File: src/rtl/core_sequencer.sv
`timescale 1ns/1ps
// -----------------------------------------------------------------------------
// core_sequencer
//
// Multi-cycle control FSM that fetches, decodes and retires one 16-bit
// instruction at a time. It steers an external 16x16 register bank, whose r15
// is the instruction pointer (IP). The bank advances IP by 2 on every Enable,
// or by TargetIn when Jump is set. The sequencer also owns the single shared
// memory port, which it uses for instruction fetch, load and store through a
// request/ready handshake.
//
// Instruction format: [15:12] op, [11:8] rd, [7:4] rs1, [3:0] rs2
//   0 ADD, 1 SUB, 2 AND, 3 OR, 4 XOR : rd <= rs1 op rs2 (16-bit wrap-around)
//   5 LDI : rd <= sext(IR[7:0])
//   6 LD  : rd <= mem[R[rs1]]
//   7 ST  : mem[R[rs1]] <= R[rs2]
//   8 BEQ : if R[rs1] == R[rs2] then IP += sext(IR[11:8]) << 1, else IP += 2
//   F HALT; all other opcodes are handled according to ILLEGAL_HALT.
//
// Ports
//   clk, rst_n              clock (rising edge), async active-low reset
//   run_i                   level; while high the sequencer keeps fetching
//   halted_o                high while in HALT
//   retired_o               one-cycle pulse per retired instruction
//   bank_enable_o           bank Enable (IP update strobe)
//   source1/2_address_o     bank read addresses (IR[7:4], IR[3:0])
//   target_address_o        bank write address (IR[11:8])
//   target_write_enable_o   bank write strobe
//   target_in_o             bank write data, or branch offset when jump_o is set
//   jump_o                  bank Jump (taken BEQ only)
//   source1/2_out_i         bank read data (combinational)
//   instruction_pointer_i   bank r15
//   mem_request_o           memory request
//   mem_write_o             1 = store, 0 = read
//   mem_address_o           byte address
//   mem_write_data_o        store data
//   mem_ready_i             completes a request on a clk edge with mem_request_o
//   mem_read_data_i         read data, valid together with mem_ready_i
//
// Parameters
//   ILLEGAL_HALT            1: undefined opcodes halt; 0: they retire as NOP
// -----------------------------------------------------------------------------
module core_sequencer #(
  parameter bit ILLEGAL_HALT = 1'b0
) (
  input  logic        clk,
  input  logic        rst_n,
  input  logic        run_i,
  output logic        halted_o,
  output logic        retired_o,
  output logic        bank_enable_o,
  output logic [3:0]  source1_address_o,
  output logic [3:0]  source2_address_o,
  output logic [3:0]  target_address_o,
  output logic        target_write_enable_o,
  output logic [15:0] target_in_o,
  output logic        jump_o,
  input  logic [15:0] source1_out_i,
  input  logic [15:0] source2_out_i,
  input  logic [15:0] instruction_pointer_i,
  output logic        mem_request_o,
  output logic        mem_write_o,
  output logic [15:0] mem_address_o,
  output logic [15:0] mem_write_data_o,
  input  logic        mem_ready_i,
  input  logic [15:0] mem_read_data_i
);

  typedef enum logic [2:0] {
    S_IDLE,
    S_FETCH,
    S_EXECUTE,
    S_MEMORY,
    S_HALT
  } state_e;

  typedef enum logic [3:0] {
    OP_ADD  = 4'h0,
    OP_SUB  = 4'h1,
    OP_AND  = 4'h2,
    OP_OR   = 4'h3,
    OP_XOR  = 4'h4,
    OP_LDI  = 4'h5,
    OP_LD   = 4'h6,
    OP_ST   = 4'h7,
    OP_BEQ  = 4'h8,
    OP_HALT = 4'hF
  } opcode_e;

  // ---------------------------------------------------------------------------
  // State and datapath registers
  // ---------------------------------------------------------------------------
  state_e      state_q, state_d;
  logic [15:0] ir_q, ir_d;
  logic [15:0] mem_addr_q, mem_addr_d;    // LD/ST address captured in EXECUTE
  logic [15:0] mem_wdata_q, mem_wdata_d;  // ST data captured in EXECUTE

  // NOTE: IR and the latched address/data are cleared with the state so that
  // every output reads 0 as soon as rst_n falls, with no dependence on clk.
  always_ff @(posedge clk or negedge rst_n) begin
    if (!rst_n) begin
      state_q     <= S_IDLE;
      ir_q        <= '0;
      mem_addr_q  <= '0;
      mem_wdata_q <= '0;
    end else begin
      // NOTE: non-blocking updates, so every flop samples pre-edge values
      // regardless of the order the simulator evaluates these statements.
      state_q     <= state_d;
      ir_q        <= ir_d;
      mem_addr_q  <= mem_addr_d;
      mem_wdata_q <= mem_wdata_d;
    end
  end

  // ---------------------------------------------------------------------------
  // Instruction decode
  // ---------------------------------------------------------------------------
  opcode_e     op;
  logic        rd_is_ip;
  logic [15:0] ldi_imm;
  logic [15:0] branch_offset;
  logic [15:0] alu_result;
  logic        operands_equal;
  state_e      after_retire;

  assign op                = opcode_e'(ir_q[15:12]);
  assign source1_address_o = ir_q[7:4];
  assign source2_address_o = ir_q[3:0];
  assign target_address_o  = ir_q[11:8];

  // r15 is the IP; writing it would fight the bank's own IP update.
  assign rd_is_ip       = (ir_q[11:8] == 4'hF);
  assign ldi_imm        = {{8{ir_q[7]}}, ir_q[7:0]};
  // BEQ reuses the rd field as a signed word offset, scaled to bytes.
  assign branch_offset  = {{11{ir_q[11]}}, ir_q[11:8], 1'b0};
  assign operands_equal = (source1_out_i == source2_out_i);
  assign after_retire   = run_i ? S_FETCH : S_IDLE;

  always_comb begin
    alu_result = '0;
    case (op)
      OP_ADD:  alu_result = source1_out_i + source2_out_i;
      OP_SUB:  alu_result = source1_out_i - source2_out_i;
      OP_AND:  alu_result = source1_out_i & source2_out_i;
      OP_OR:   alu_result = source1_out_i | source2_out_i;
      OP_XOR:  alu_result = source1_out_i ^ source2_out_i;
      default: alu_result = '0;
    endcase
  end

  // ---------------------------------------------------------------------------
  // Next-state and output logic
  // ---------------------------------------------------------------------------
  always_comb begin
    // NOTE: every signal written below gets a default first, so no branch of
    // the case can leave one unassigned and infer a latch.
    state_d               = state_q;
    ir_d                  = ir_q;
    mem_addr_d            = mem_addr_q;
    mem_wdata_d           = mem_wdata_q;
    bank_enable_o         = 1'b0;
    target_write_enable_o = 1'b0;
    target_in_o           = '0;
    jump_o                = 1'b0;
    mem_request_o         = 1'b0;
    mem_write_o           = 1'b0;
    mem_address_o         = '0;
    mem_write_data_o      = '0;

    case (state_q)
      S_IDLE: begin
        if (run_i) state_d = S_FETCH;
      end

      // IP only moves on bank Enable, so the fetch address is stable for the
      // whole request without needing a latch of its own.
      S_FETCH: begin
        mem_request_o = 1'b1;
        mem_address_o = instruction_pointer_i;
        if (mem_ready_i) begin
          ir_d    = mem_read_data_i;
          state_d = S_EXECUTE;
        end
      end

      S_EXECUTE: begin
        case (op)
          OP_ADD, OP_SUB, OP_AND, OP_OR, OP_XOR: begin
            bank_enable_o         = 1'b1;
            target_in_o           = alu_result;
            target_write_enable_o = !rd_is_ip;
            state_d               = after_retire;
          end
          OP_LDI: begin
            bank_enable_o         = 1'b1;
            target_in_o           = ldi_imm;
            target_write_enable_o = !rd_is_ip;
            state_d               = after_retire;
          end
          // Operands are captured here so the memory request stays stable
          // even though the bank read ports are combinational.
          OP_LD, OP_ST: begin
            mem_addr_d  = source1_out_i;
            mem_wdata_d = source2_out_i;
            state_d     = S_MEMORY;
          end
          OP_BEQ: begin
            bank_enable_o = 1'b1;
            if (operands_equal) begin
              jump_o      = 1'b1;
              target_in_o = branch_offset;
            end
            state_d = after_retire;
          end
          // No retire: IP keeps pointing at the HALT instruction.
          OP_HALT: begin
            state_d = S_HALT;
          end
          default: begin
            if (ILLEGAL_HALT) begin
              state_d = S_HALT;
            end else begin
              bank_enable_o = 1'b1;
              state_d       = after_retire;
            end
          end
        endcase
      end

      S_MEMORY: begin
        mem_request_o    = 1'b1;
        mem_write_o      = (op == OP_ST);
        mem_address_o    = mem_addr_q;
        mem_write_data_o = mem_wdata_q;
        if (mem_ready_i) begin
          bank_enable_o = 1'b1;
          if (op == OP_LD) begin
            target_in_o           = mem_read_data_i;
            target_write_enable_o = !rd_is_ip;
          end
          state_d = after_retire;
        end
      end

      // Absorbing: only rst_n leaves HALT.
      S_HALT: begin
        state_d = S_HALT;
      end

      default: begin
        state_d = S_IDLE;
      end
    endcase
  end

  assign retired_o = bank_enable_o;
  assign halted_o  = (state_q == S_HALT);

endmodule

File: config.mk
export PLATFORM = sky130hd
export DESIGN_NAME = core_sequencer
export DESIGN_NICKNAME = d
export VERILOG_FILES = /design/src/rtl/core_sequencer.sv
export SDC_FILE = /design/constraint.sdc
export NUM_CORES = 1
export LEC_CHECK = 0
export CAP_MARGIN = 5
export CORE_MARGIN = 2
export CORE_UTILIZATION = 46
export CTS_CLUSTER_DIAMETER = 40
export CTS_CLUSTER_SIZE = 30
export DETAILED_ROUTE_END_ITERATION = 7
export PLACE_DENSITY = 0.82
export SKIP_CTS_REPAIR_TIMING = 1
export SLEW_MARGIN = 10
export SYNTH_ARGS = -nofsm -noshare
export SYNTH_HDL_FRONTEND = slang
export SYNTH_SLANG_ARGS = --single-unit
File: constraint.sdc
create_clock -name clk -period 3.4 [get_ports clk]
set_clock_uncertainty 0.2 [all_clocks]
set_input_delay 0.68 -clock clk [delete_from_list [all_inputs] [get_ports clk]]
set_output_delay 0.68 -clock clk [all_outputs]
set_load 0.05 [all_outputs]
Word-level counts from Yosys, hierarchy flattened

Index checks and enable logic that the tools add are counted.
W data, S select, Z words.

Bits in registers: 51
Output and inout bits: 67
Word-level logic and storage cells: 64

$add $sub $neg: 2
Eq/ne operators: 18
Mux-type cells: 26
Bitwise logic cells: 3
Reductions and logical operators: 11

Operators with widths:

| kind                 | count |
|---|---|
| $pmux W16 S5         | 1 |
| $mux W16             | 4 |
| $pmux W16 S2         | 2 |
| $pmux W16 S3         | 1 |
| $add A16 B16 Y16     | 1 |
| $and A16 B16 Y16     | 1 |
| $eq A16 B16 Y1       | 1 |
| $eq A4 B3 Y1 const B | 4 |
| $or A16 B16 Y16      | 1 |
| $sub A16 B16 Y16     | 1 |
| $xor A16 B16 Y16     | 1 |
| $pmux W3 S5          | 1 |
| $eq A4 B4 Y1 const B | 3 |
| $mux W1              | 11 |
| $mux W3              | 3 |
| $eq A4 B2 Y1 const B | 2 |
| $eq A3 B2 Y1 const B | 2 |
| $ne A2 B2 Y1 const B | 3 |
| $pmux W3 S2          | 1 |
| $reduce_or A6 Y1     | 1 |
| $reduce_or A5 Y1     | 1 |
| $eq A4 B1 Y1 const B | 1 |
| $logic_not A4 Y1     | 1 |
| $pmux W1 S2          | 2 |
| 8 further kinds      | 10 |

Depth between registers and ports, before layout

Word-level depth: 5
Mapped depth: 10

Worst setup path after synthesis

OpenSTA, ideal clock, no wires.

Path type: input -> output
Start point: in source1_out_i[0]
End point: out target_in_o[8]
Arrival: 3367 ps
Setup slack: -847 ps
Stages on the path: 10
Cell sequence: ha_1 > inv_1 > fa_1 > and2b_1 > o211ai_1 > a31oi_1 > a21oi_1 > o31ai_1 > a211oi_1 > o21ai_0

Cells in the longest elaborated chain, start to end: 4

Ends and longest elaborated chain:

| element                                         | line     | text |
|---|---|---|
| start: declaration                              | 58       | `input logic [15:0] source1_out_i,` |
| $sub A16 B16 Y16, or another cell as far along  | 144      | `OP_SUB: alu_result = source1_out_i - source2_out_i;` |
| $pmux W16 S5 / $mux W16 (equally long branches) | 142, 210 |  |
| $pmux W16 S3 (*)                                | 188      | `case (op)` |
| $pmux W16 S2 (*)                                | 171      | `case (state_q)` |
| end: declaration                                | 56       | `output logic [15:0] target_in_o,` |

Mark *: on every way between the ends. The rest lies on a longest branch, timed or not.

Worst setup path after layout

Start point: in source2_out_i[0]
End point: out target_in_o[8]

Cells in the longest elaborated chain, start to end: 4

Ends and longest elaborated chain:

| element                                         | line     | text |
|---|---|---|
| start: declaration                              | 59       | `input logic [15:0] source2_out_i,` |
| $sub A16 B16 Y16, or another cell as far along  | 144      |  |
| $pmux W16 S5 / $mux W16 (equally long branches) | 142, 210 |  |
| $pmux W16 S3 (*)                                | 188      |  |
| $pmux W16 S2 (*)                                | 171      |  |

Marked as above.

==> flow_summary.json <==
{
  "result_of_the_run": "complete, but fails checks",
  "failed_checks": "setup timing",
  "synth_edf_count": 0,
  "final_hold_viol_count": 0,
  "placeable_core_region_um2": 10940,
  "root_buffer": "clkbuf_16",
  "synth-xor-area-share": 0.01346,
  "worst-path-max-fanout": 3,
  "timing.critical_path.to_type": "output port",
  "synth.avg_cell_area_um2": 8.704,
  "grt_pass1_wl_um": 31460,
  "worstSetupPathType": "primary input to output port",
  "drtAntennaViolNets": 0,
  "most-common-layout-cells": "buf_4 (172), nor2_1 (53), clkdlybuf4s50_1 (50), dfrtp_1 (50), mux2_2 (48)",
  "synth.area.mux_share": 0.1365,
  "starting_density": 0.4760,
  "yosysSeqAreaShare": 0.2452,
  "power.density_nw_per_um2": 691.2,
  "cts_buf_count": 5,
  "maxSlewViolCount": 0,
  "total_power_uw": 6245,
  "drt-pass1-iter-count": 5,
  "critPathLaunchType": "primary input",
  "rsz0062_at_grt": "yes",
  "dominantRegCellSynth": "dfrtp_1",
  "antenna_found_initial": 0,
  "worst_hold_margin_ns": 0.1977,
  "max_clock_freq_mhz": 250.3,
  "synth-simple-area-share": 0.1673,
  "vdd.ir_drop.worst_mv": 0.6784,
  "worst-slew-pin-transition_ns": 0.6660,
  "synthDistinctLibCells": 71,
  "antenna_cells": 0,
  "relSlewSlack": 0.5560,
  "grt_pass1_vias": 5860,
  "routabilityCongestion": 0.9396,
  "detail_route.drc_violations": 0,
  "areaGrowthSynthToFinish_pct": 73.58,
  "dieWidth_um": 110.4,
  "buffer_ports.inserted": 134,
  "overflow": 0,
  "timing.reg2reg.setup_slack_ns": 0.78,
  "final_core_util": 0.8262,
  "cap_viol_max_count": 0,
  "clock_insertion_delay_worst_skew_ns": 0.31,
  "combinational_family_with_the_most_area_after_synthesis": "compound AO/OA/AOI/OAI gates",
  "dp.final_hpwl_um": 16920,
  "placementRows": 38,
  "htree_num_levels": 2,
  "avgViaCountPerCell": 6.089,
  "worst_hold_path_type": "primary input to async pin",
  "syn_inst": 598,
  "cts_tree": "yes",
  "clkSlewWorstSetupHoldPaths_ns": 0.07,
  "drtIter0Drc": 600,
  "routed_wire_length_per_instance_um": 23.43,
  "power.leakage_uw": 0.004116,
  "post_synth_adder_cell_area": 0.1279,
  "setup-violations-final": 16,
  "grt.total_usage": 0.3463,
  "num-nets-final": 979,
  "numClockSinks": 51,
  "wirelength_routed_um": 23430,
  "ys_ff_latch": 51,
  "syn-cell-area_um2": 5205,
  "cts.path.max_buffers": 2,
  "fp.dieArea_um2": 12180,
  "ys_async_sr_fraction": 1.000,
  "design.portCount": 135,
  "die_h_um": 110.4,
  "via_count": 6089,
  "worst_setup_margin_ns": -0.5959,
  "post_synthesis_net_count": 718,
  "drive_gt1_frac": 0.4942,
  "cp_data_arrival_time_ns": 3.12,
  "critical_path_required_ns": 2.52,
  "maximum_number_of_pins_on_one_net_before_global_route_repair": 29,
  "fillers": 634,
  "synthesis.yosys.warnings": 0,
  "finalCriticalPeriod_ns": 3.996,
  "synth-compound-area-share": 0.2236,
  "layout.cells.most_common": "buf_4",
  "fin_crit_sh": 1.175
}
==> cell type report <==
type                       count  area, µm²  share of cell area
multi-input combinational    451       4262              0.4717
timing repair buffer         299       2972              0.3289
sequential                    51       1277              0.1414
inverter                      51      207.7             0.02299
tap                          140      175.2             0.01939
clock buffer                   6      128.9             0.01426
clock inverter                 2      12.51            0.001385
==> path summary, 6_finish.rpt <==
path,start,endpoint,cells after the start
max,source2_out_i[0],target_in_o[8],14
min,rst_n,mem_addr_q[14]$_DFFE_PN0P_,1
max reg2reg,state_q[2]$_DFFE_PN0P_,ir_q[7]$_DFFE_PN0P_,5
min reg2reg,mem_wdata_q[14]$_DFFE_PN0P_,mem_wdata_q[14]$_DFFE_PN0P_,1
max in group asynchronous,rst_n,mem_addr_q[2]$_DFFE_PN0P_,2
min in group clk,mem_wdata_q[14]$_DFFE_PN0P_,mem_wdata_q[14]$_DFFE_PN0P_,1
==> synthesized netlist by cell type (3+ instances only) <==
cell / count / area, µm²
nor2_1: 57 / 214.0
dfrtp_1: 51 / 1276
inv_1: 51 / 191.4
ha_1: 50 / 625.6
mux2_2: 48 / 540.5
a21oi_1: 35 / 175.2
nand2_1: 27 / 101.4
o21ai_0: 24 / 120.1
buf_2: 19 / 95.09
and2_1: 18 / 112.6
mux2i_1: 17 / 170.2
buf_4: 13 / 97.59
nor3_1: 13 / 65.06
a221oi_1: 12 / 105.1
o211ai_1: 11 / 82.58
clkbuf_1: 10 / 37.54
a31oi_1: 8 / 50.05
nand3_1: 8 / 40.04
a211oi_1: 7 / 52.55
a21o_1: 7 / 52.55
a221o_1: 7 / 70.07
xnor2_1: 7 / 61.31
o31ai_1: 6 / 45.04
nand2b_1: 5 / 31.28
nand3b_1: 5 / 37.54
nor4_1: 5 / 31.28
o21a_1: 5 / 37.54
o21bai_1: 5 / 37.54
a22oi_1: 3 / 22.52
and3_1: 3 / 18.77
nand4_1: 3 / 18.77
nor2b_1: 3 / 18.77
o21ai_1: 3 / 15.01
o221ai_1: 3 / 26.28
==> stage by stage <==
step	worst slack [ns]	setup TNS, ns	cell area (µm²)	std cells
global route	-0.6461	-7.571	9035	1000
global placement	-1.080	-13.59	8090	974
finish	-0.5959	-6.605	9035	1000
detailed placement	-1.074	-14.05	8090	974
floorplan	-0.1723	-0.7642	5408	598
CTS	-1.089	-14.15	8232	982
==> state kept, by name, summed over array words and instances, names as in the netlist <==
signal / flops
ir_q: 16
mem_addr_q: 16
mem_wdata_q: 16
state_q: 3
==> layer usage <==
metal / vias up / GRT usage / share of wire
li1: 2669 / - / -
met1: 2984 / 0.4559 / 0.40
met2: 378 / 0.5692 / 0.48
met3: 58 / 0.08348 / 0.088
met4: 0 / 0.09107 / 0.032
met5: - / 0 / 0
==> critical path, stage by stage <==
cell      delay (ns)
buf_8           0.09
ha_4            0.13
inv_2           0.04
fa_2            0.36
and2b_1         0.23
o211ai_1        0.14
a31oi_1         0.20
buf_4           0.17
a21oi_4         0.05
a221o_1         0.33
a211oi_2        0.29
buf_4           0.18
o21ai_2         0.05
buf_6           0.15
==> report_power, final <==
part	leakage [µW]	internal, µW	switching, µW
Sequential	0.000629	884	324
Combinational	0.00342	1900	2620
Clock	0.0000669	273	250
==> kinds of logic after synthesis <==
logic type               count (synthesis)
adder cells (fa/ha/maj)                 52
AND/OR/NAND/NOR                        164
AO/OA/AOI/OAI                          162
flip-flops                              51
XOR/XNOR                                 8
buffers and inverters                   96
multiplexers                            65
(Power assumes the default switching activity.)
